$ cat config.mk
export PLATFORM = sky130hd
export DESIGN_NAME = pkt_buf_ctrl
export DESIGN_NICKNAME = d
export VERILOG_FILES = /design/src/rtl/pkt_buf_pkg.sv /design/src/rtl/pkt_desc_fifo.sv /design/src/rtl/pkt_buf_ctrl.sv
export SDC_FILE = /design/constraint.sdc
export NUM_CORES = 2
export LEC_CHECK = 0
export ABC_AREA = 1
export CAP_MARGIN = 25
export CORE_UTILIZATION = 30
export DETAILED_ROUTE_END_ITERATION = 16
export GPL_TIMING_DRIVEN = 0
export SYNTH_ARGS = -nofsm -noshare
export SYNTH_HDL_FRONTEND = slang
export SYNTH_SLANG_ARGS = --single-unit
export TNS_END_PERCENT = 20
$ cat constraint.sdc
create_clock -name clk -period 12.2 [get_ports clk]
set_input_delay 1.83 -clock clk [delete_from_list [all_inputs] [get_ports clk]]
set_output_delay 1.83 -clock clk [all_outputs]
set_load 0.02 [all_outputs]
$ cat src/rtl/pkt_buf_pkg.sv
// Shared types and constants for the packet buffer controller.
package pkt_buf_pkg;

  localparam int unsigned SKID_DEPTH = 2;

  localparam int unsigned DEF_ADDR_WIDTH = 12;
  localparam int unsigned DEF_LEN_WIDTH  = 8;

  // Descriptor layout in the default configuration; the FIFO stores {sop, len} in this order.
  typedef struct packed {
    logic [DEF_ADDR_WIDTH-1:0] sop;
    logic [DEF_LEN_WIDTH-1:0]  len;
  } desc_t;

  typedef enum logic [1:0] {WIdle, WPkt, WDrop} w_state_e;
  typedef enum logic [1:0] {RIdle, RFirst, RBody} r_state_e;

endpackage

$ cat src/rtl/pkt_desc_fifo.sv
// Synchronous first-word-fall-through descriptor FIFO with async reset pointers.
module pkt_desc_fifo #(
  parameter int unsigned WIDTH = 20,
  parameter int unsigned DEPTH = 64
) (
  input  logic             clk,
  input  logic             rstn,
  input  logic             push,
  input  logic [WIDTH-1:0] wdata,
  input  logic             pop,
  output logic [WIDTH-1:0] rdata,
  output logic             full,
  output logic             empty
);

  localparam int unsigned PtrW = (DEPTH > 1) ? $clog2(DEPTH) : 1;

  logic [WIDTH-1:0] mem_q [DEPTH];
  logic [PtrW-1:0]  wptr_q, rptr_q;
  logic [PtrW:0]    cnt_q;
  logic             do_push, do_pop;

  assign full    = (cnt_q == (PtrW+1)'(DEPTH));
  assign empty   = (cnt_q == '0);
  assign do_push = push & ~full;
  assign do_pop  = pop & ~empty;
  assign rdata   = mem_q[rptr_q];

  always_ff @(posedge clk) begin
    if (do_push) mem_q[wptr_q] <= wdata;
  end

  always_ff @(posedge clk or negedge rstn) begin
    if (!rstn) begin
      wptr_q <= '0;
      rptr_q <= '0;
      cnt_q  <= '0;
    end else begin
      if (do_push) wptr_q <= wptr_q + 1'b1;
      if (do_pop)  rptr_q <= rptr_q + 1'b1;
      cnt_q <= cnt_q + (PtrW+1)'(do_push) - (PtrW+1)'(do_pop);
    end
  end

endmodule

$ cat src/rtl/pkt_buf_ctrl.sv
// Packet buffer sequencer: stores ingress packets via the free-list manager and
// replays them from descriptors onto the egress stream.
module pkt_buf_ctrl
  import pkt_buf_pkg::*;
#(
  parameter int unsigned DATA_WIDTH    = 256,
  parameter int unsigned ADDR_WIDTH    = 12,
  parameter int unsigned LEN_WIDTH     = 8,
  parameter int unsigned MAX_PKT_WORDS = 48,
  parameter int unsigned DESC_DEPTH    = 64
) (
  input  logic                  clk,
  input  logic                  rstn,
  input  logic [DATA_WIDTH-1:0] s_axis_tdata,
  input  logic                  s_axis_tvalid,
  input  logic                  s_axis_tlast,
  output logic                  s_axis_tready,
  output logic [DATA_WIDTH-1:0] m_axis_tdata,
  output logic                  m_axis_tvalid,
  output logic                  m_axis_tlast,
  input  logic                  m_axis_tready,
  output logic                  am_wr_en,
  output logic                  am_rd_en,
  output logic                  am_rd_first_word_en,
  output logic [ADDR_WIDTH-1:0] am_rd_pkt_sop_addr,
  input  logic [ADDR_WIDTH-1:0] am_fl_head,
  input  logic [ADDR_WIDTH-1:0] am_fl_tail_next,
  input  logic                  am_almost_full,
  output logic                  dmem_we,
  output logic [ADDR_WIDTH-1:0] dmem_waddr,
  output logic [DATA_WIDTH-1:0] dmem_wdata,
  output logic [ADDR_WIDTH-1:0] dmem_raddr,
  input  logic [DATA_WIDTH-1:0] dmem_rdata,
  output logic [31:0]           stat_pkt_cnt,
  output logic [31:0]           stat_drop_cnt,
  output logic [31:0]           stat_trunc_cnt
);

  localparam int unsigned DescW = ADDR_WIDTH + LEN_WIDTH;
  localparam logic [LEN_WIDTH-1:0] MaxLen = LEN_WIDTH'(MAX_PKT_WORDS);
  localparam logic [LEN_WIDTH-1:0] OneLen = LEN_WIDTH'(1);

  // ---------------- Write side ----------------
  w_state_e              w_state_q, w_state_d;
  logic [ADDR_WIDTH-1:0] sop_q, sop_d;
  logic [LEN_WIDTH-1:0]  len_q, len_d;
  logic                  trunc_q, trunc_d;
  logic                  tready_q;
  logic                  w_acc, wr, push, push_trunc, drop_inc;
  logic [ADDR_WIDTH-1:0] push_sop;
  logic [LEN_WIDTH-1:0]  push_len;
  logic                  desc_full, desc_empty, desc_pop;
  logic [DescW-1:0]      desc_rdata;
  logic [31:0]           pkt_cnt_q, drop_cnt_q, trunc_cnt_q;

  assign s_axis_tready = tready_q;
  assign w_acc         = s_axis_tvalid & tready_q;
  assign am_wr_en      = wr;
  assign dmem_we       = wr;
  assign dmem_waddr    = wr ? am_fl_head : '0;
  assign dmem_wdata    = wr ? s_axis_tdata : '0;

  always_comb begin
    w_state_d  = w_state_q;
    sop_d      = sop_q;
    len_d      = len_q;
    trunc_d    = trunc_q;
    wr         = 1'b0;
    push       = 1'b0;
    push_sop   = '0;
    push_len   = '0;
    push_trunc = 1'b0;
    drop_inc   = 1'b0;
    unique case (w_state_q)
      WIdle: begin
        if (w_acc) begin
          if (am_almost_full || desc_full) begin
            if (s_axis_tlast) drop_inc = 1'b1;
            else              w_state_d = WDrop;
          end else begin
            wr      = 1'b1;
            sop_d   = am_fl_head;
            len_d   = OneLen;
            trunc_d = 1'b0;
            if (s_axis_tlast) begin
              push     = 1'b1;
              push_sop = am_fl_head;
              push_len = OneLen;
            end else begin
              w_state_d = WPkt;
            end
          end
        end
      end
      WPkt: begin
        if (w_acc) begin
          // Beats past the length limit are swallowed to keep the stream aligned.
          if (len_q < MaxLen) begin
            wr    = 1'b1;
            len_d = len_q + OneLen;
          end else begin
            trunc_d = 1'b1;
          end
          if (s_axis_tlast) begin
            push       = 1'b1;
            push_sop   = sop_q;
            push_len   = len_d;
            push_trunc = trunc_d;
            w_state_d  = WIdle;
          end
        end
      end
      WDrop: begin
        if (w_acc && s_axis_tlast) begin
          drop_inc  = 1'b1;
          w_state_d = WIdle;
        end
      end
      default: w_state_d = WIdle;
    endcase
  end

  always_ff @(posedge clk or negedge rstn) begin
    if (!rstn) begin
      w_state_q   <= WIdle;
      sop_q       <= '0;
      len_q       <= '0;
      trunc_q     <= 1'b0;
      tready_q    <= 1'b0;
      pkt_cnt_q   <= '0;
      drop_cnt_q  <= '0;
      trunc_cnt_q <= '0;
    end else begin
      w_state_q <= w_state_d;
      sop_q     <= sop_d;
      len_q     <= len_d;
      trunc_q   <= trunc_d;
      tready_q  <= 1'b1;
      if (push)              pkt_cnt_q   <= pkt_cnt_q + 32'd1;
      if (drop_inc)          drop_cnt_q  <= drop_cnt_q + 32'd1;
      if (push & push_trunc) trunc_cnt_q <= trunc_cnt_q + 32'd1;
    end
  end

  assign stat_pkt_cnt   = pkt_cnt_q;
  assign stat_drop_cnt  = drop_cnt_q;
  assign stat_trunc_cnt = trunc_cnt_q;

  pkt_desc_fifo #(
    .WIDTH (DescW),
    .DEPTH (DESC_DEPTH)
  ) u_desc_fifo (
    .clk   (clk),
    .rstn  (rstn),
    .push  (push),
    .wdata ({push_sop, push_len}),
    .pop   (desc_pop),
    .rdata (desc_rdata),
    .full  (desc_full),
    .empty (desc_empty)
  );

  // ---------------- Read side ----------------
  r_state_e              r_state_q, r_state_d;
  logic [ADDR_WIDTH-1:0] rd_sop_q, rd_sop_d;
  logic [LEN_WIDTH-1:0]  rem_q, rem_d;
  logic                  inflight_q, inflight_last_q;
  logic                  issue, issue_last, credit;
  logic [2:0]            credit_sum;

  logic [SKID_DEPTH-1:0][DATA_WIDTH-1:0] skid_data_q;
  logic [SKID_DEPTH-1:0]                 skid_last_q;
  logic                                  skid_wp_q, skid_rp_q;
  logic [1:0]                            skid_occ_q;
  logic                                  skid_pop;

  assign m_axis_tvalid = (skid_occ_q != 2'd0);
  assign m_axis_tdata  = skid_data_q[skid_rp_q];
  assign m_axis_tlast  = m_axis_tvalid & skid_last_q[skid_rp_q];
  assign skid_pop      = m_axis_tvalid & m_axis_tready;

  // A slot must be free for the word issued now, counting the one still in the RAM pipe.
  assign credit_sum = {1'b0, skid_occ_q} + 3'(inflight_q) - 3'(skid_pop);
  assign credit     = (credit_sum < 3'(SKID_DEPTH));

  assign am_rd_pkt_sop_addr = rd_sop_q;

  always_comb begin
    r_state_d           = r_state_q;
    rd_sop_d            = rd_sop_q;
    rem_d               = rem_q;
    desc_pop            = 1'b0;
    issue               = 1'b0;
    issue_last          = 1'b0;
    am_rd_en            = 1'b0;
    am_rd_first_word_en = 1'b0;
    dmem_raddr          = '0;
    unique case (r_state_q)
      RIdle: begin
        if (!desc_empty && credit) begin
          desc_pop  = 1'b1;
          rd_sop_d  = desc_rdata[DescW-1 -: ADDR_WIDTH];
          rem_d     = desc_rdata[LEN_WIDTH-1:0];
          r_state_d = RFirst;
        end
      end
      RFirst: begin
        if (credit) begin
          issue               = 1'b1;
          issue_last          = (rem_q == OneLen);
          am_rd_en            = 1'b1;
          am_rd_first_word_en = 1'b1;
          dmem_raddr          = rd_sop_q;
          rem_d               = rem_q - OneLen;
          r_state_d           = issue_last ? RIdle : RBody;
        end
      end
      RBody: begin
        if (credit) begin
          issue      = 1'b1;
          issue_last = (rem_q == OneLen);
          am_rd_en   = 1'b1;
          dmem_raddr = am_fl_tail_next;
          rem_d      = rem_q - OneLen;
          if (issue_last) r_state_d = RIdle;
        end
      end
      default: r_state_d = RIdle;
    endcase
  end

  always_ff @(posedge clk or negedge rstn) begin
    if (!rstn) begin
      r_state_q       <= RIdle;
      rd_sop_q        <= '0;
      rem_q           <= '0;
      inflight_q      <= 1'b0;
      inflight_last_q <= 1'b0;
    end else begin
      r_state_q       <= r_state_d;
      rd_sop_q        <= rd_sop_d;
      rem_q           <= rem_d;
      inflight_q      <= issue;
      inflight_last_q <= issue_last;
    end
  end

  always_ff @(posedge clk or negedge rstn) begin
    if (!rstn) begin
      skid_data_q <= '0;
      skid_last_q <= '0;
      skid_wp_q   <= 1'b0;
      skid_rp_q   <= 1'b0;
      skid_occ_q  <= 2'd0;
    end else begin
      if (inflight_q) begin
        skid_data_q[skid_wp_q] <= dmem_rdata;
        skid_last_q[skid_wp_q] <= inflight_last_q;
        skid_wp_q              <= ~skid_wp_q;
      end
      if (skid_pop) skid_rp_q <= ~skid_rp_q;
      skid_occ_q <= skid_occ_q + 2'(inflight_q) - 2'(skid_pop);
    end
  end

endmodule
==> metrics.txt <==
worst-case clock buffer depth 4; Post-synth EDFFs about 1.3k; CTS buffer count 220; layout cells sized above 1 0.0710; drt first-iter violations 10.7k; total track usage 0.311; Mapped Avg Cell Area between 9 and 10 µm²; Power Dens Cells around 240 nW/µm²; CP Capture Type primary output; WP data required slightly above 10 ns; post-synthesis cell count approximately 8.8k; Worst Tran Pin Value between 1 and 1.5 ns; Worst-Skew Late Latency 0.91 ns; LEAKAGE roughly 46 nW; # IOs between 1k and 1.5k; synth-to-layout area growth 32.4%; Top cell by count, worst path clkdlybuf4s50_1; unrepaired setup endpoints after global routing no; H-tree depth 4; Seq cells post-synth approximately 2k; setup bufs post-CTS 0; 1st-pass router iterations 6; area share of the largest cell type after synthesis 0.453; Clock Sinks between 1.5k and 2k; vias in the first global route a little under 70k; die area roughly 290000 µm²; critical path's slowest cell nor2_1; worst min path class register to register; WL/cell about 32 µm; Tcrit/Tclk final 0.673; share of synthesized registers carrying an async set or reset 0.347; CTS tree yes; post-CTS sizing 0; largest cells by area after synthesis edfxtp_1 (45%), dfrtp_1 (20%), nand2_1 (11%); final hold vios 0; maximum vdd drop 0.177 mV; critical path, cell by cell clkdlybuf4s50_1, nand2_1, a211oi_2, o21ai_2, clkbuf_2, buf_2, nor2_1, clkdlybuf4s50_1; Startpoint Class primary input; maxcap violations 0; # fillers between 20k and 30k; GRT overflow 0; first-pass GRT wire length approximately 600 mm; initial antenna violation count roughly 130; syn nets roughly 9.4k; final WL 457 mm; HPWL reported at the end of detailed placement approximately 360 mm; via count between 70k and 80k; Die X 534 µm; largest net degree at the start of global routing between 100 and 150; clk_skew between 0.06 and 0.07 ns; Die Y-Extent between 500 and 600 µm; initial core utilization 0.303; DRC viols 0; core area between 200000 and 300000 µm²; Yosys cell types 44; Routed Antenna Nets 0; delay of the slowest critical-path stage 0.90 ns; minimum clock period ~8.2 ns; worst-path fanout max 10; Setup CP Type primary input to primary output; Hold Buf Count CTS 0; CP top delay family buffers and inverters; worst path arrival time 6.38 ns; Finished Layout Cells 14.3k; row cnt around 190; Mapped Area 84900 µm²; Via density 5.16; final setup vio count 0; Seq/Total Area, Yosys 0.653; highest clock rate between 0.1 and 0.15 GHz; final core occ 0.401; CTS root buffer clkbuf_16; placed cells roughly 14k; Design Power 27.4 mW; fin. max-slew vios 0; total negative setup slack 0 ns; # nets final approximately 11k; Buf/Inv on CP 4; outcome completed; clk slew on worst S/H paths about 0.060 ns; Main synth FF type edfxtp_1; Max-slew headroom 0.201; Placer Congestion approximately 1.0; IO Port Bufs 1192; cell accounting for the most synthesized area edfxtp_1; Ys Warns 0
==> worst paths after layout <==
path / start / endpoint / slack [ns] / cells past startpoint
max: s_axis_tvalid / dmem_wdata[75] / 3.99 / 8
min: skid_data_q[34] / skid_data_q[34] / 0.48 / 2
max reg2reg: skid_occ_q[1] / u_desc_fifo.cnt_q[6] / 5.83 / 24
min reg2reg: skid_data_q[34] / skid_data_q[34] / 0.48 / 2
max in group asynchronous: rstn / skid_data_q[316] / 8.97 / 4
min in group asynchronous: rstn / skid_data_q[209] / 1.03 / 1
==> placed cells by master (no fill, tap or decap), types with 70 or more instances in the layout <==
cell             instances
edfxtp_1              1280
dfrtp_1                681
a21oi_1                105
nand3_1                441
o211ai_1               120
nor2_1                1056
clkbuf_1               363
o21ai_0                987
xor2_1                  82
nand2_1               2378
nor2_4                  70
diode_2                 72
clkbuf_16              222
buf_2                  123
clkdlybuf4s50_1       1191
inv_1                  817
==> worst reg2reg max path, cell delays in order, from the launching register on <==
cell      delay (ns)
dfrtp_1         0.42
nor2_1          0.51
inv_1           0.12
nand2_1         0.29
inv_1           0.09
ha_1            0.27
inv_1           0.05
ha_1            0.12
inv_1           0.05
fa_1            0.49
inv_1           0.06
nor3_2          0.58
nand3_1         0.63
inv_2           0.40
clkbuf_1        0.43
ha_1            0.33
inv_1           0.06
ha_1            0.13
inv_1           0.06
fa_1            0.43
o21ai_0         0.32
nand2_1         0.09
a21oi_1         0.15
nor2_1          0.06
xor2_1          0.13
==> Yosys cell counts, types with 6 or more instances <==
cell / count
a21oi_1: 105
buf_1: 43
buf_2: 123
buf_4: 6
clkbuf_1: 314
dfrtp_1: 681
edfxtp_1: 1280
ha_1: 23
inv_1: 817
inv_2: 10
nand2_1: 2378
nand3_1: 441
nand4_1: 29
nor2_1: 1136
nor3_1: 44
nor4_1: 8
o211ai_1: 120
o21ai_0: 1000
o21ai_1: 34
o22ai_1: 14
or2_2: 39
xnor2_1: 29
xor2_1: 82
==> kinds of logic after synthesis <==
group	synth area share
and+or+nand+nor	0.191
adders and majority gates	0.00386
AOI/OAI and AO/OA	0.0797
buffers and inverters	0.0605
xor gates and xnor gates	0.0115
DFF	0.653
other	0.0000442
==> layout make-up <==
cell class,count,area (µm²),area share
tap,3724,4660,0.0414
antenna,72,180,0.00160
multi-input combinational,5510,25000,0.222
inverter,830,3120,0.0277
buffer,488,2030,0.0180
sequential,1961,55500,0.493
timing repair buffer,1338,14900,0.133
clock inverter,105,1100,0.00975
clock buffer,290,5980,0.0532
==> flip-flops by register name (all words and copies together), names as in the netlist <==
name                count
skid_data_q           512
am_rd_pkt_sop_addr     12
inflight_q              1
stat_drop_cnt          32
skid_rp_q               1
stat_pkt_cnt           32
u_desc_fifo.rptr_q      6
stat_trunc_cnt         32
inflight_last_q         1
w_state_q               2
r_state_q               2
skid_wp_q               1
u_desc_fifo.wptr_q      6
len_q                   8
u_desc_fifo.cnt_q       7
sop_q                  12
rem_q                   8
skid_last_q             2
s_axis_tready           1
skid_occ_q              2
u_desc_fifo.mem_q    1280
trunc_q                 1
==> power breakdown <==
group	switching [mW]	internal [mW]	total (mW)
Sequential	0.618	8.12	8.73
Clock	2.85	3.84	6.69
Combinational	8.39	3.57	12.0
==> stage by stage <==
| stage | hold slack [ns] | instance area [µm²] | worst slack [ns] |
|---|---|---|---|
| finish | 0.482 | 112000 | 3.99 |
| global route | 0.496 | 112000 | 3.86 |
| CTS | 0.485 | 112000 | 4.06 |
| detailed placement | 0.471 | 105000 | 4.07 |
| global placement | 0.464 | 101000 | -24.25 |
| floorplan | 0.449 | 84900 | 5.93 |
==> routing by layer <==
layer / vias up / track usage / part of all wire
met5: - / 0 / 0.00059
met4: 40 / 0.236 / 0.088
met3: 882 / 0.104 / 0.12
met2: 4912 / 0.460 / 0.43
met1: 36118 / 0.377 / 0.36
li1: 31980 / - / -
Note: power is estimated with default switching activity, not from simulation.
